==> config.mk <==
export PLATFORM = sky130hd
export DESIGN_NAME = pu_play_sequencer
export DESIGN_NICKNAME = d
export VERILOG_FILES = /design/src/rtl/pu_play_sequencer.sv
export SDC_FILE = /design/constraint.sdc
export NUM_CORES = 1
export LEC_CHECK = 0
export CAP_MARGIN = 20
export CELL_PAD_IN_SITES_DETAIL_PLACEMENT = 1
export CELL_PAD_IN_SITES_GLOBAL_PLACEMENT = 1
export CORE_ASPECT_RATIO = 0.9
export CORE_UTILIZATION = 36
export DETAILED_ROUTE_END_ITERATION = 6
export GPL_TIMING_DRIVEN = 0
export PLACE_DENSITY_LB_ADDON = 0.05
export SYNTH_ARGS = -nofsm -noshare
export SYNTH_HDL_FRONTEND = slang
export SYNTH_SLANG_ARGS = --single-unit
==> constraint.sdc <==
create_clock -name clk -period 2.3 [get_ports clk]
set_clock_uncertainty 0.05 [all_clocks]
set_input_delay 0.23 -clock clk [delete_from_list [all_inputs] [get_ports clk]]
set_output_delay 0.23 -clock clk [all_outputs]
set_load 0.03 [all_outputs]
==> src/rtl/pu_play_sequencer.sv <==
// Board-level exerciser for a wr/sel/oe processor unit: steps operand pairs through
// write-A / write-B / wait / read and shows a result byte. Optional self-check: PU_PLAY_SELF_CHECK_EN.
module pu_play_sequencer #(
   parameter int DATA_WIDTH     = 32,
   parameter int ATTR_WIDTH     = 4,
   parameter int INVALID        = 1,
   parameter int LED_WIDTH      = 8,
   parameter int PRESCALE_WIDTH = 24,
   parameter int RESULT_LATENCY = 2
) (
   input  logic                  clk,
   input  logic                  rst,
   input  logic                  mode,
   input  logic                  step,
   input  logic                  speed_up,
   input  logic                  sel_reverse,
   output logic                  pu_signal_wr,
   output logic                  pu_signal_sel,
   output logic                  pu_signal_oe,
   output logic [DATA_WIDTH-1:0] pu_data_in,
   output logic [ATTR_WIDTH-1:0] pu_attr_in,
   input  logic [DATA_WIDTH-1:0] pu_data_out,
   input  logic [ATTR_WIDTH-1:0] pu_attr_out,
   output logic [LED_WIDTH-1:0]  led,
   output logic                  busy,
   output logic [15:0]           pass_cnt,
   output logic                  error
);

   localparam int H      = DATA_WIDTH / 2;
   localparam int WAIT_W = (RESULT_LATENCY > 1) ? $clog2(RESULT_LATENCY) : 1;
   localparam logic [WAIT_W-1:0] WAIT_LAST =
      (RESULT_LATENCY > 0) ? WAIT_W'(RESULT_LATENCY - 1) : '0;

   typedef enum logic [2:0] {
      S_IDLE,
      S_WR_A,
      S_WR_B,
      S_WAIT,
      S_RD,
      S_SHOW
   } state_t;

   function automatic logic [LED_WIDTH-1:0] led_pick(input logic [DATA_WIDTH-1:0] r,
                                                     input logic                  hi);
      return hi ? r[DATA_WIDTH-1 -: LED_WIDTH] : r[LED_WIDTH-1:0];
   endfunction

   state_t                  state_q, state_d;
   logic [WAIT_W-1:0]       wait_cnt_q, wait_cnt_d;
   logic [H-1:0]            cnt_q, cnt_d;
   logic [H-1:0]            cnt_plus1;
   logic [PRESCALE_WIDTH-1:0] prescale_q, prescale_d;
   logic [2:0]              step_sync_q, step_sync_d;
   logic                    wr_q, wr_d;
   logic                    sel_q, sel_d;
   logic                    oe_q, oe_d;
   logic [DATA_WIDTH-1:0]   data_in_q, data_in_d;
   logic [ATTR_WIDTH-1:0]   attr_in_q, attr_in_d;
   logic [DATA_WIDTH-1:0]   result_q, result_d;
   logic [LED_WIDTH-1:0]    led_q, led_d;
   logic [15:0]             pass_q, pass_d;
   logic [DATA_WIDTH-1:0]   op_a, op_b;
   logic                    step_pulse;
   logic                    tick;
   logic                    trigger;
   logic                    err_flag;
   logic                    count_ok;
   logic                    unused_bits;

   assign cnt_plus1  = cnt_q + 1'b1;
   assign op_a       = {{(DATA_WIDTH-H){1'b0}}, cnt_q};
   assign op_b       = {{(DATA_WIDTH-H){1'b0}}, cnt_plus1};
   assign step_pulse = step_sync_q[1] & ~step_sync_q[2];
   assign tick       = (&prescale_q) |
                       (speed_up & (&prescale_q[PRESCALE_WIDTH-5:0]));
   assign trigger    = mode ? tick : step_pulse;

   // Sequencer: strobes are registered from the next state, so they line up with the state.
   always_comb begin
      state_d    = state_q;
      wait_cnt_d = wait_cnt_q;
      case (state_q)
         S_IDLE: if (trigger) state_d = S_WR_A;
         S_WR_A: state_d = S_WR_B;
         S_WR_B: begin
            wait_cnt_d = '0;
            state_d    = (RESULT_LATENCY == 0) ? S_RD : S_WAIT;
         end
         S_WAIT: begin
            if (wait_cnt_q == WAIT_LAST) state_d = S_RD;
            else                         wait_cnt_d = wait_cnt_q + 1'b1;
         end
         S_RD:    state_d = S_SHOW;
         S_SHOW:  state_d = S_IDLE;
         default: state_d = S_IDLE;
      endcase
   end

   always_comb begin
      wr_d        = (state_d == S_WR_A) || (state_d == S_WR_B);
      sel_d       = (state_d == S_WR_B);
      oe_d        = (state_d == S_RD);
      data_in_d   = data_in_q;
      attr_in_d   = attr_in_q;
      result_d    = result_q;
      cnt_d       = cnt_q;
      pass_d      = pass_q;
      prescale_d  = prescale_q + 1'b1;
      step_sync_d = {step_sync_q[1:0], step};
      if (state_d == S_WR_A) begin
         data_in_d = op_a;
         attr_in_d = op_a[ATTR_WIDTH-1:0];
      end else if (state_d == S_WR_B) begin
         data_in_d = op_b;
         attr_in_d = op_a[ATTR_WIDTH-1:0];
      end
      if (state_q == S_RD) result_d = pu_data_out;
      if (state_q == S_SHOW) begin
         cnt_d = cnt_plus1;
         if (count_ok) pass_d = pass_q + 1'b1;
      end
      // An error forces the display to all-ones so a failure is visible at a glance.
      led_d = err_flag ? '1 : led_pick(result_q, sel_reverse);
   end

`ifdef PU_PLAY_SELF_CHECK_EN
   logic [DATA_WIDTH-1:0] ref_prod;
   logic                  match_q, match_d;
   logic                  error_q, error_d;

   assign ref_prod = op_a * op_b;

   always_comb begin
      match_d = match_q;
      error_d = error_q;
      if (state_q == S_RD) begin
         match_d = (pu_data_out == ref_prod) && !pu_attr_out[INVALID];
         error_d = error_q | ~match_d;
      end
   end

   always_ff @(posedge clk or negedge rst) begin
      if (!rst) begin
         match_q <= 1'b0;
         error_q <= 1'b0;
      end else begin
         match_q <= match_d;
         error_q <= error_d;
      end
   end

   assign err_flag = error_q;
   assign count_ok = match_q;
`else
   assign err_flag = 1'b0;
   assign count_ok = 1'b1;
`endif

   always_ff @(posedge clk or negedge rst) begin
      if (!rst) begin
         state_q     <= S_IDLE;
         wait_cnt_q  <= '0;
         cnt_q       <= '0;
         prescale_q  <= '0;
         step_sync_q <= '0;
         wr_q        <= 1'b0;
         sel_q       <= 1'b0;
         oe_q        <= 1'b0;
         data_in_q   <= '0;
         attr_in_q   <= '0;
         result_q    <= '0;
         led_q       <= '0;
         pass_q      <= '0;
      end else begin
         state_q     <= state_d;
         wait_cnt_q  <= wait_cnt_d;
         cnt_q       <= cnt_d;
         prescale_q  <= prescale_d;
         step_sync_q <= step_sync_d;
         wr_q        <= wr_d;
         sel_q       <= sel_d;
         oe_q        <= oe_d;
         data_in_q   <= data_in_d;
         attr_in_q   <= attr_in_d;
         result_q    <= result_d;
         led_q       <= led_d;
         pass_q      <= pass_d;
      end
   end

   // Result bits between the two displayable bytes, and attributes, are captured but not shown.
   assign unused_bits = ^{pu_attr_out, result_q};

   assign pu_signal_wr  = wr_q;
   assign pu_signal_sel = sel_q;
   assign pu_signal_oe  = oe_q;
   assign pu_data_in    = data_in_q;
   assign pu_attr_in    = attr_in_q;
   assign led           = led_q;
   assign busy          = (state_q != S_IDLE);
   assign pass_cnt      = pass_q;
   assign error         = err_flag;

endmodule

==> results.txt, run 1 <==
The tools report the source of the worst register-to-register timing path as prescale_q[0]$_DFF_PN0_. The initial utilization of the core area, before any placement, comes to 36.9%. The first routing iteration left 196 violations. The number of detailed-route iterations in the first pass came out at 6.

Counting along the longest clock path gives a buffer depth of 2. The share of total power dissipated in combinational logic is 32.3%. At the pin with the least slew margin, the transition time is 620 ps. Post-synthesis cell type with the largest combined area: dfrtp_1. The kind of end point of the critical path was a flop. The worst path needs 2200 ps of the cycle, external delays included. The area of the mapped netlist is 4960 um^2, and the count of final hold-check violations is 0.

The analysis attributes to cell leakage a power of 2.81 nW. Setup repair after global routing could not meet its margin everywhere. Dividing total power by cell area gives a power density of 962 nW/um^2. The run gives 267 ps as the hold slack. Yosys printed 0 warnings. The sequential area share after synthesis came out at 55.5%.

Summed over all nets, the switching power comes to 2.09 mW. TritonCTS built the clock tree. The largest single stage delay on the critical path is 420 ps. The floorplan step defined a die boundary enclosing 14200 um^2. The synthesized design devotes to its leading area cell type 55.5% of total area. The final non-filler cell total is 702, and the core outline area is 13400 um^2. Derived from the worst setup path, the maximum achievable clock frequency is 454 MHz.

For the number of I/O pins, the log shows 107. The reg-to-reg endpoint is pu_data_in[4]$_DFFE_PN0P_. The worst hold path belongs to the class input port to flop.

The cell depth of the worst setup path is 8, and the layout-stage area growth over the synthesis result is 28.5%. After synthesis the netlist holds a flip-flop and latch count of 110. Counting cells, the worst reg-to-reg path comes to 8. In this design, the critical path's most frequently occurring cell is buf_6. The logs give 0.000575 V for the largest voltage drop on the vdd net and 3 for the total number of H-tree levels. After the last flow step, the layout net total stands at 575. The DRC violation count after routing was 4. The final reports fail on DRC. The tools report the antenna cell count as 0. The tools report the worst max-slew margin expressed relative to the limit as 58.7%.

Critical path class: flop to flop. In this run, flip-flops and latches consume 41.7% of the power. Final-report setup violation count: 0. In the synthesized netlist the dominant register cell turns out to be dfrtp_1.

Cell internal power was estimated by the tool at 4.04 mW. Routability-driven placement finished with a final weighted congestion of 0.776. Buffers inserted during clock tree synthesis total 9. On the critical path the largest part of the delay comes from compound AO/OA/AOI/OAI gates.

The die is 126 um wide. The average wire per standard cell was 16.0 um. Max-cap violations in this run came to 0. Of the available clock period, the critical path in the final layout requires 95.8%. The TritonCTS sink count was 110; the switching part of the total power was 34.1%. The via count of the first global-routing pass came out at 3546. Using the TritonRoute via totals, the vias-per-cell ratio works out to 4.87. The flow ran to the end, but the final reports show violations.

The count of buffers added on input and output ports is 68. The maximum fanout along the worst path is 10. For flop-to-flop paths, the worst setup slack is 100 ps.

The critical path starts at prescale_q[0]$_DFF_PN0_. Maximum number of pins on one net before global-route repair: 72. Clock-pin slew was measured on the worst setup and hold paths at 70 ps. The top cell types in the final layout, fill and taps aside, are 110 x dfrtp_1, 67 x clkdlybuf4s50_1, 45 x xnor2_1. Counting both buffers and inverters, the worst setup path holds a total of 2.

The count of final max-slew check failures was 0; the height of the die was 113 um. STA puts the critical path data required time at 2490 ps. The cell sitting at the root of the clock tree is a clkbuf_16. The run gives 0 as the residual overflow from global routing. For the clock network fraction of design power, the log shows 26.0%.

The synthesized area per cell works out to 11.6 um^2. The routed layout has 3419 vias. Across every metal layer, demand over resource in global routing totals 17.1%. The number of enable-type register cells in the synthesized netlist was 0. The number of different library cells used by synthesis comes to 45.

Of all flip-flops after synthesis, the portion carrying an async set or reset was 100%. The critical path goes through ha_4 -> nand3_4 -> nor4_4 -> a21oi_4 -> a21o_1 -> buf_6 -> buf_6 -> a221o_1. The data arrival time of the worst path is 2390 ps, and the ratio of cells with drive above 1 in the final layout is 16.7%. The worst setup path is launched from a flop. In this run the core area contains 40 standard-cell rows. The tools report the gate count of the mapped netlist as 427.

The routed design has 11.2 mm of wire. The wire-length estimate of the detail-placed layout is 7.53 mm. The wire length of the first global-routing pass was 18.7 mm; the hold path depth was 1. Sorting the synthesized cells by area gives the leading types as dfrtp_1 56%, xnor2_1 8.0%, mux2_2 6.4%, xor2_1 3.7%, nand2_1 3.3%.

The tools report the endpoint of the most critical setup path as pu_data_in[4]$_DFFE_PN0P_. At the end of the flow the core is filled with cells to 47.5%. The leading cell type in the layout, fill and taps excluded is dfrtp_1. In this run, placement finished with an instance count of 680. Among all stages on the critical path, the largest delay is contributed by dfrtp_1. In this run the remaining antenna-violating nets after routing total 0.

For the initial antenna violation count, the log shows 0. Clock latency on the worst-skew pair, taken at its later pin, is 360 ps.
cells by family (layout without fill, tap and decap cells):
kind of cell | Yosys count | count (layout) | share of synthesized area (%)
and+or+nand+nor | 144 | 144 | 15.6
DFF | 110 | 110 | 55.5
muxes | 29 | 29 | 6.56
adders and majority gates | 3 | 3 | 0.757
xor gates and xnor gates | 66 | 66 | 11.7
AOI/OAI and AO/OA | 30 | 30 | 4.92
other | 1 | 17 | 0.0757
buffers and inverters | 44 | 135 | 4.92
power groups by stage:
| stage | sequential (mW) | combinational [mW] | clock, mW |
|---|---|---|---|
| finish | 2.56 | 1.98 | 1.59 |
| floorplan | 2.88 | 0.894 | 0 |
| CTS | 2.56 | 1.99 | 1.66 |
| global placement | 2.58 | 1.95 | 0 |
| detailed placement | 2.59 | 1.98 | 0 |
| global route | 2.62 | 2.14 | 1.72 |
final cells by class:
class	count	area [um^2]
clock inverters	5	58.8
flip-flops and latches	110	2750
multi-input cells	289	2090
repair buffers	77	772
clock buffers	10	239
plain buffers	32	203
well taps	168	210
inverters	11	41.3
fillers	1437	7040
synthesized netlist by cell type (3+ instances only):
| library cell | instances |
|---|---|
| a21oi_1 | 4 |
| and2_1 | 3 |
| nand3_1 | 12 |
| nor4_1 | 7 |
| a211o_1 | 3 |
| xnor2_1 | 45 |
| nand2b_1 | 3 |
| xor2_1 | 21 |
| o21ai_0 | 4 |
| nor3_1 | 8 |
| clkbuf_1 | 12 |
| ha_1 | 3 |
| nor2_1 | 25 |
| nand4_1 | 15 |
| inv_1 | 11 |
| a221o_1 | 8 |
| buf_4 | 17 |
| nand2_1 | 44 |
| and4_1 | 4 |
| mux2_2 | 28 |
| or2_2 | 4 |
| nor4b_1 | 9 |
| dfrtp_1 | 110 |
per-layer routing:
| layer | share of wire [%] | GRT usage, % |
|---|---|---|
| met1 | 48 | 23.2 |
| met2 | 46 | 26.0 |
| met3 | 5.2 | 5.72 |
| met4 | 1.0 | 4.88 |
| met5 | 0 | 0 |
sequential cells by signal, summed over array words and instances, names as in the netlist:
name	cells
wait_cnt_q	1
pu_signal_wr	1
step_sync_q	3
cnt_q	16
pu_attr_in	4
prescale_q	24
led	8
pu_signal_oe	1
pu_signal_sel	1
pass_cnt	16
pu_data_in	16
result_q	16
state_q	3
metrics by stage:
step | setup slack, ps | TNS, ps | total power [mW] | cell area [um^2]
global route | -32.0 | -90.2 | 6.48 | 6370
finish | 96.2 | 0 | 6.13 | 6370
floorplan | 63.8 | 0 | 3.78 | 5020
detailed placement | -373 | -5250 | 4.57 | 5940
CTS | 12.4 | 0 | 6.21 | 6290
global placement | -3520 | -391280 | 4.53 | 5910
what timing repair did:
| action | in CTS | in global routing |
|---|---|---|
| buffers inserted | 3 | 4 |
| setup endpoints to repair | 30 | 23 |
| pin swaps | 2 | 4 |
| endpoints found under the hold margin | 39 | 0 |
| hold buffers | 1 | 0 |
| resized for setup | 5 | 13 |
how the worst min path moves through the flow:
| stage | start | endpoint |
|---|---|---|
| after floorplan | rst | cnt_q[0]$_DFFE_PN0N_ |
| after global routing | step | step_sync_q[0]$_DFF_PN0_ |
| final | step | step_sync_q[0]$_DFF_PN0_ |
| after detailed placement | rst | prescale_q[23]$_DFF_PN0_ |
| after global placement | step_sync_q[0]$_DFF_PN0_ | step_sync_q[1]$_DFF_PN0_ |
| after CTS | step | step_sync_q[0]$_DFF_PN0_ |
No activity file was read; power rests on OpenSTA's default activity.
==> run 2: changes to the inputs <==
Settings changed: CORE_UTILIZATION 36 to 43.
Clock period 2.3 ns to 2.8 ns, I/O delays scaled along.
==> run 2 against run 1 <==
Effect of this change: power shrank 19%; critical endpoint is now pu_data_in[12]$_DFFE_PN0P_; worst hold slack better by 42 ps; sequential share of layout area rose by 1.1 points; the run now ends clean; highest routed layer unchanged; final area shrank 2.5%; non-clock buffer count is 6 lower; largest cell class unchanged; cell count down 3.1%.
==> results.txt, run 2 (same netlist as run 1, synthesis figures left out) <==
The run finished with clean final reports. Summed over all cells, the static leakage comes to 2.74 nW. The register with the most flip-flops in the layout has 24 of them.

The clock reaches the later pin of the worst-skew pair after 350 ps. After detailed routing, no signal wire sits above met4. Derived from the worst setup path, the maximum achievable clock frequency is 390 MHz.

The run gives 0 as the antenna cell count. In this run, post-CTS repair resized a total of 0 instances. For this run, the share of the core covered by cells in the final layout is 56.3%.

TritonCTS created 9 clock buffers. The average wire per standard cell works out to 16.2 um. In this run the remaining antenna-violating nets after routing total 0. The layout-stage area growth over the synthesis result was 25.3%. The clock edge transition at the registers on the reported setup and hold paths was 70 ps. The via count normalized by instance count works out to 5.12. The library cell used most frequently in the layout, excluding fill and tap cells, is dfrtp_1.

VDD sags by at most 0.000476 V. Hold is met by 309 ps. Sort of element at the start of the critical path: a flop. For the number of I/O pins, the log shows 107. The slew at the pin closest to its max-slew limit is 753 ps. Summed over all nets, wire length on met3 after detailed routing comes to 548 um. The quantity of I/O buffers inserted on ports works out to 68.

After floorplanning, the core was divided into 36 placement rows. The tool flagged a number of max-cap violations equal to 0. The cell at the root of the clock tree was clkbuf_16.

The starting density of the core is 44.9%. The residual overflow from global routing is 0, and the power density over cell area is 799 nW/um^2. The worst-case register-to-register setup slack was 230 ps; the ratio of cells with drive above 1 in the final layout was 13.3%. The count of placed standard cells including taps is 664, and the full die area is 12000 um^2. Setup repair after global routing left no endpoint under its margin. The tools report the TritonCTS sink count as 110. The congestion estimate from routability-driven global placement came to 0.776. The final-report setup violation count is 0, and the total half-perimeter wirelength after legalization and detailed placement is 7.70 mm. The die width was 115 um; the initial antenna violation count was 0.

In the final routing, the length of wire on met1 measures 4.99 mm. After the flow finishes, the layout carries non-filler instances totaling 680. For the core outline area, the log shows 11000 um^2. The global-route usage over all layers was 20.4%; the worst max-slew margin expressed relative to the limit was 49.3%. The run gives 140 as the initial DRC count. The final worst-path cycle share is 91.6%. STA classifies the critical path endpoint as a flop. The completed layout was analyzed and its total power is 4.96 mW. The top cell types in the final layout, fill and taps aside, are 110 x dfrtp_1, 67 x clkdlybuf4s50_1, 45 x xnor2_1. The count of final hold-check violations was 0. Wires add up to 11.0 mm.

prescale_q holds more flip-flops than any other register. The via count of the first global-routing pass came out at 3781. For the worst setup path, the data required time is 2980 ps.

The number of detailed-route iterations in the first pass was 4. After detailed routing, the number of remaining DRC violations is 0. The detailed router placed 3480 vias in this run. The critical path class was flop to flop. TritonCTS built the clock tree. The logs give 0 for the count of final max-slew check failures and 65 for the maximum number of pins on one net before global-route repair. The die is 104 um tall.

Adding up every negative setup slack in the final design gives 0 ps. In this run the number of H-tree levels came out at 3. Maximum fanout along the worst path: 10. Filler cell count: 1191. In this run the worst hold path is classified as flop to flop. Counting along the longest clock path gives a buffer depth of 2.

The routed design uses 5.39 mm of met2 wire. For the finished layout, the period the worst path requires is 2570 ps. The data arrival time of the worst path is 2750 ps. The first global-routing pass estimated 19.0 mm of wire. The final layout contains 569 nets.
-- run 2: worst max-delay path, cell delays in order, from the launching register on --
cell and delay [ps]:
dfrtp_1 390, ha_1 200, nand3_1 240, nor4_4 480, a21oi_4 220, a21o_1 240, buf_6 130, buf_6 140
a221o_1 340
-- run 2: worst paths after layout --
check | cells after the start | start | endpoint
setup / recovery | 8 | prescale_q[0]$_DFF_PN0_ | pu_data_in[12]$_DFFE_PN0P_
hold / removal | 0 | step_sync_q[0]$_DFF_PN0_ | step_sync_q[1]$_DFF_PN0_
setup reg to reg | 8 | prescale_q[0]$_DFF_PN0_ | pu_data_in[12]$_DFFE_PN0P_
hold reg to reg | 0 | step_sync_q[0]$_DFF_PN0_ | step_sync_q[1]$_DFF_PN0_
max in group asynchronous | 3 | rst | led[2]$_DFF_PN0_
min in group asynchronous | 2 | rst | prescale_q[23]$_DFF_PN0_
-- run 2: where the power goes --
| part | leakage (nW) | switching, mW | internal [mW] |
|---|---|---|---|
| clock network | 0.141 | 0.551 | 0.710 |
| registers | 1.43 | 0.200 | 1.90 |
| logic | 1.17 | 0.913 | 0.685 |
| total | 2.74 | 1.66 | 3.30 |
-- run 2: area by class of cell --
cell class,instances,area (um^2),share of cell area [%]
clock inverters,4,47.5,0.765
clock buffers,11,243,3.91
repair buffers,70,716,11.5
multi-input cells,289,2020,32.5
inverters,11,41.3,0.665
plain buffers,33,203,3.26
flip-flops and latches,110,2750,44.3
well taps,152,190,3.06
-- run 2: metal layers --
metal | vias up | global-route usage, %
li1 | 1626 | -
met5 | - | 0
met3 | 10 | 5.77
met4 | 0 | 5.47
met2 | 79 | 33.5
met1 | 1765 | 26.2
-- run 2: repair_timing --
action                                  CTS  global route
hold endpoints to repair                 46             0
hold buffers                              1             0
endpoints found under the setup margin    0             2
buffers inserted                          0             0
-- run 2: metrics by stage --
stage,instance area [um^2],setup WS (ps)
5_1_grt,6210,73.2
3_5_place_dp,5910,142
2_1_floorplan,5020,564
6_report,6210,235
4_1_cts,6210,149
3_3_place_gp,5890,-2890
==> patch 1: new RTL, flow settings as in run 2 <==
Add an input register stage for `mode`, without a reset; this delays it by one clock. The other inputs are not delayed to match.
--- a/src/rtl/pu_play_sequencer.sv
+++ b/src/rtl/pu_play_sequencer.sv
@@ -43,2 +43,8 @@
 
+   logic mode_q;
+
+   always_ff @(posedge clk) begin
+      mode_q <= mode;
+   end
+
    function automatic logic [LED_WIDTH-1:0] led_pick(input logic [DATA_WIDTH-1:0] r,
@@ -76,3 +82,3 @@
                        (speed_up & (&prescale_q[PRESCALE_WIDTH-5:0]));
-   assign trigger    = mode ? tick : step_pulse;
+   assign trigger    = mode_q ? tick : step_pulse;
 
Check against the original RTL: not equivalent (Yosys sat finds a counterexample within 4 cycles, from zero or initial values and one cycle with rst low).
==> patch 1 against run 2 <==
Non-clock buffer count is 2 higher. Area after synthesis about the same. Via count fell by 1.2%. Setup slack lost 0.025 ns. Total power grew 6.2%. Routed wire length grew 0.66%. Sequential power up 4%. Design area up 0.40%. Sequential share of layout area up 0.14 points. Clock power is 5% higher. Count of clock-buffer cells in the layout grew 1. Global-route usage increased by 0.24 points. Sequential cell count rose by 1. Largest cell class unchanged.
==> patch 1: results (changes against run 2) <==
stage;metric;value;unit;change
placement;GP Congestion;0.762;;-1.8%
detailed_routing;met2 WL post-DR;5390;microns;about the same
global_routing;GRT met2 Usage;34.5;%;+0.99 points
global_routing;M1 GR Usage;26.2;%;about the same
global_routing;vias in the first global route;3828;;+1.2%
synth;sequential element share of the synthesized area;55.9;%;+0.36 points
layout;post-layout utilization of the core;56.5;%;+0.23 points
clock_network;Post-CTS Setup Inserts;0;;unchanged
placement;Cell Area, Placed;5920;sq um;about the same
power_and_ir_drop;VDD IR max;0.000405;V;-15%
layout;Nets;565;;-0.70%
global_routing;largest net degree at the start of global routing;63;;-3.1%
detailed_routing;Vias;3439;;-1.2%
setup_path;CP peak stage delay;0.60;ns;+0.12 ns
detailed_routing;M1 WL;5070;microns;+1.6%
layout;Fillers;1194;;+0.25%
timing;Worst Max-Slew Pin Slew;0.739;ns;-0.0138 ns
clock_network;CTS resizes;0;;unchanged
global_routing;initial antenna violation count;0;;unchanged
placement;DP HPWL;7680;microns;-0.32%
synth;main area contributors after synthesis;dfrtp_1 55%, xnor2_1 7.6%, mux2_2 6.6%;;
global_routing;met3 Use GR;6.06;%;+0.29 points
power_and_ir_drop;leakage power;2.81;nW;+2.3%
power_and_ir_drop;Sw Pwr;1.79;mW;+7.7%
detailed_routing;Starting DRT DRC Count;115;;-18%
clock_network;TritonCTS buffer count;9;;unchanged
setup_path;Worst path top cell family by delay;buffers and inverters;;
setup_path;Slowest cell on crit path;clkdlybuf4s50_1;;
setup_path;worst-path fanout max;10;;unchanged
synth;commonest cells in the synthesized netlist;110 x dfrtp_1, 43 x xnor2_1, 36 x nand2_1;;
synth;Synth cell types;45;;unchanged
placement;Setup WS pre-CTS;0.431;ns;+0.289 ns
detailed_routing;met3 wire length;515;microns;-6.0%
layout;share of cells above drive strength 1;15.2;%;+2.0 points
synth;ys async rst share;99.1;%;-0.90 points
run_status;outcome;completed;;
clock_network;H-tree levels;3;;unchanged
layout;Most flops, register;prescale_q;;
detailed_routing;DRT Wirelength;11100;microns;+0.66%
clock_network;Clock transition at path regs;0.07;ns;about the same
global_routing;global-route usage over all layers;20.6;%;+0.24 points
synth;Yosys warning count;0;;unchanged
global_routing;first-pass GRT wire length;19100;microns;+0.51%
min_path;worst min-delay path class;reg -> reg;;
setup_path;CP arrival;2.26;ns;-0.49 ns
clock_network;Hold-fix buffers, CTS;1;;unchanged
-- patch 1: final cells by class --
cell class,instances,area share [%]
Sequential cell,111,44.5
Multi-Input combinational cell,282,32.1
Timing Repair Buffer,70,11.5
Clock buffer,12,4.11
Buffer,35,3.35
Tap cell,152,3.05
Clock inverter,4,0.843
Inverter,11,0.662
-- patch 1: path summary, 6_finish.rpt --
kind | startpoint | endpoint | slack (ns) | cells after the start
worst max-delay path | state_q[1]$_DFF_PN0_ | busy | 0.21 | 5
worst min-delay path | step_sync_q[0]$_DFF_PN0_ | step_sync_q[1]$_DFF_PN0_ | 0.31 | 0
worst max register to register | prescale_q[0]$_DFF_PN0_ | pu_data_in[7]$_DFFE_PN0P_ | 0.49 | 7
worst min register to register | step_sync_q[0]$_DFF_PN0_ | step_sync_q[1]$_DFF_PN0_ | 0.31 | 0
max in group asynchronous | rst | pass_cnt[7]$_DFFE_PN0N_ | 1.52 | 3
min in group asynchronous | rst | step_sync_q[2]$_DFF_PN0_ | 0.46 | 2
-- patch 1: power by group through the flow --
stage	sequential, mW	combinational (mW)	clock (mW)
CTS	2.18	1.80	1.36
detailed placement	2.20	1.80	0
finish	2.18	1.78	1.32
global placement	2.19	1.74	0
floorplan	2.51	0.771	0
global route	2.22	1.93	1.42
-- patch 1: metrics by stage --
stage	TNS (ns)	hold slack, ns	instances
3_3_place_gp	-314.77	0.289	659
6_report	0	0.307	677
5_1_grt	0	0.311	677
4_1_cts	0	0.306	677
3_5_place_dp	0	0.293	660
2_1_floorplan	0	-0.0656	439
-- patch 1: logic make-up after synthesis --
logic type	Yosys count	synth area share (%)
simple gates	133	14.3
mux	31	6.99
other cells	1	0.0756
buf+inv	46	4.99
xor+xnor	66	11.7
flops	111	55.9
compound gates	32	5.37
fa+ha+maj	3	0.757
==> patch 2: new RTL, settings of run 2 <==
Without the edit above. `RESULT_LATENCY`: 2 -> 4.
--- a/src/rtl/pu_play_sequencer.sv
+++ b/src/rtl/pu_play_sequencer.sv
@@ -8,3 +8,3 @@
    parameter int PRESCALE_WIDTH = 24,
-   parameter int RESULT_LATENCY = 2
+   parameter int RESULT_LATENCY = 4
 ) (
Function: changed (a bounded check fails within 10 cycles, from zero or initial values and one cycle with rst low).
==> patch 2 against run 2 <==
Die area increased by 1.6%. Design area is 2.0% higher. First-iteration DRC count rose by 49%. Area after synthesis grew 1.6%. Sequential cell count increased by 1. Total power is 2.7% lower. Routed wire length fell by 0.33%. Setup slack better by 0.0016 ns. Critical endpoint is now pu_data_in[9]$_DFFE_PN0P_. Largest power group unchanged.
==> patch 2: results (changes against run 2) <==
stage;metric;value;unit;change
synth;sequential element share of the synthesized area;55.1;%;-0.40 points
synth;Synth cell types;50;;+11%
layout;layout sequential cell count;111;;+0.91%
timing;worst rel slew slack;55.1;%;+5.7 points
global_routing;largest net degree at the start of global routing;67;;+3.1%
layout;final std cells w/o fill;684;;+0.59%
global_routing;first-pass GRT wire length;18500;microns;-2.3%
timing;worst hold slack;0.316;ns;+0.00651 ns
layout;Ant. Diodes;0;;unchanged
layout;register area;2780;sq um;+0.91%
placement;Cell Area, Placed;6000;sq um;+1.5%
setup_path;CP arrival;2.75;ns;about the same
global_routing;global-route usage over all layers;20.1;%;-0.30 points
layout;fraction of area in multi-input gates;32.3;%;-0.23 points
layout;clk cell area share;5.06;%;+0.38 points
global_routing;M1 GR Usage;26.7;%;+0.51 points
global_routing;met3 Use GR;5.51;%;-0.26 points
clock_network;Post-CTS Setup Inserts;0;;unchanged
layout;#MultiIn Comb;286;;-1.0%
setup_path;worst-path fanout max;10;;unchanged
min_path;Hold Path Cell Cnt;1;;+1
detailed_routing;DRT Wirelength;11000;microns;-0.33%
layout;Most flops, register;prescale_q;;
placement;dpl cells;667;;+0.45%
clock_network;Max Buffers Root-to-Sink;2;;unchanged
layout;Non-clk invs;8;;-3
placement;DP HPWL;7770;microns;+0.85%
layout;Fillers;1250;;+5.0%
clock_network;Clock transition at path regs;0.07;ns;about the same
placement;GP Congestion;0.749;;-3.5%
layout;number of flip-flops in the largest register;24;;unchanged
clock_network;Root Buffer;clkbuf_16;;
global_routing;initial antenna violation count;0;;unchanged
layout;post-layout utilization of the core;55.4;%;-0.90 points
global_routing;vias in the first global route;3620;;-4.3%
synth;synthesized instance count;425;;-0.47%
layout;clock buf count;9;;-2
timing;post-route setup slack;0.236;ns;+0.00157 ns
power_and_ir_drop;VDD IR max;0.000464;V;-2.6%
power_and_ir_drop;internal power;3.31;mW;+0.19%
min_path;worst min-delay path class;in -> reg;;
synth;main area contributors after synthesis;dfrtp_1 55%, xnor2_1 7.3%, mux2_2 6.7%;;
power_and_ir_drop;leakage power;2.84;nW;+3.7%
run_status;outcome;completed;;
placement;Setup WS pre-CTS;0.0976;ns;-0.0446 ns
synth;ys async rst share;100;%;unchanged
detailed_routing;Vias;3487;;+0.20%
clock_network;CTS resizes;0;;unchanged
synth;commonest cells in the synthesized netlist;111 x dfrtp_1, 42 x xnor2_1, 37 x nand2_1;;
synth;Avg Inst Size Synth;11.9;sq um;+2.1%
clock_network;H-tree levels;3;;unchanged
detailed_routing;Starting DRT DRC Count;208;;+49%
setup_path;Worst R2R Path Depth;8;;unchanged
layout;share of cells above drive strength 1;16.3;%;+3.0 points
clock_network;worst skew pair latency;0.35;ns;about the same
layout;Non-CTS buffers;107;;+3.9%
layout;Nets;569;;unchanged
global_routing;GRT met2 Usage;31.8;%;-1.6 points
layout;Data buffer area share;15.3;%;+0.47 points
-- patch 2: kinds of logic after synthesis --
family | Yosys count | share of synthesized area, %
AOI/OAI and AO/OA | 27 | 4.82
xor gates and xnor gates | 64 | 11.1
adders and majority gates | 4 | 0.994
buffers and inverters | 44 | 5.46
DFF | 111 | 55.1
muxes | 32 | 7.10
other | 1 | 0.0744
and+or+nand+nor | 142 | 15.3
-- patch 2: power by group through the flow --
stage	Sequential, mW	Clock [mW]	Combinational, mW
floorplan	2.34	0	0.611
global route	2.12	1.47	1.49
CTS	2.09	1.42	1.40
global placement	2.10	0	1.35
detailed placement	2.12	0	1.40
finish	2.08	1.37	1.39
-- patch 2: timing repair --
item | in CTS | in global routing
hold endpoints to repair | 45 | 0
hold buffers | 1 | 0
endpoints found under the setup margin | 0 | 9
-- patch 2: worst paths after layout --
kind,start,endpoint
max,prescale_q[0]$_DFF_PN0_,pu_data_in[9]$_DFFE_PN0P_
min,step,step_sync_q[0]$_DFF_PN0_
max reg2reg,prescale_q[0]$_DFF_PN0_,pu_data_in[9]$_DFFE_PN0P_
min reg2reg,step_sync_q[0]$_DFF_PN0_,step_sync_q[1]$_DFF_PN0_
max in group asynchronous,rst,result_q[0]$_DFFE_PN0P_
min in group asynchronous,rst,pu_data_in[10]$_DFFE_PN0P_
-- patch 2: routing by layer --
metal	part of all wire (%)	up-vias	wire length, microns
met5	0	-	0
met4	1.2	0	131
met3	3.7	9	408
li1	-	1644	-
met1	46	1775	5060
met2	49	59	5400
-- patch 2: critical path: stages (launching register included) --
cell and delay (ns):
dfrtp_1 0.41, ha_1 0.27, nand4_2 0.19, nor4_4 0.47, a21boi_4 0.20, a21o_1 0.23
buf_6 0.14, buf_8 0.14, a221o_1 0.35
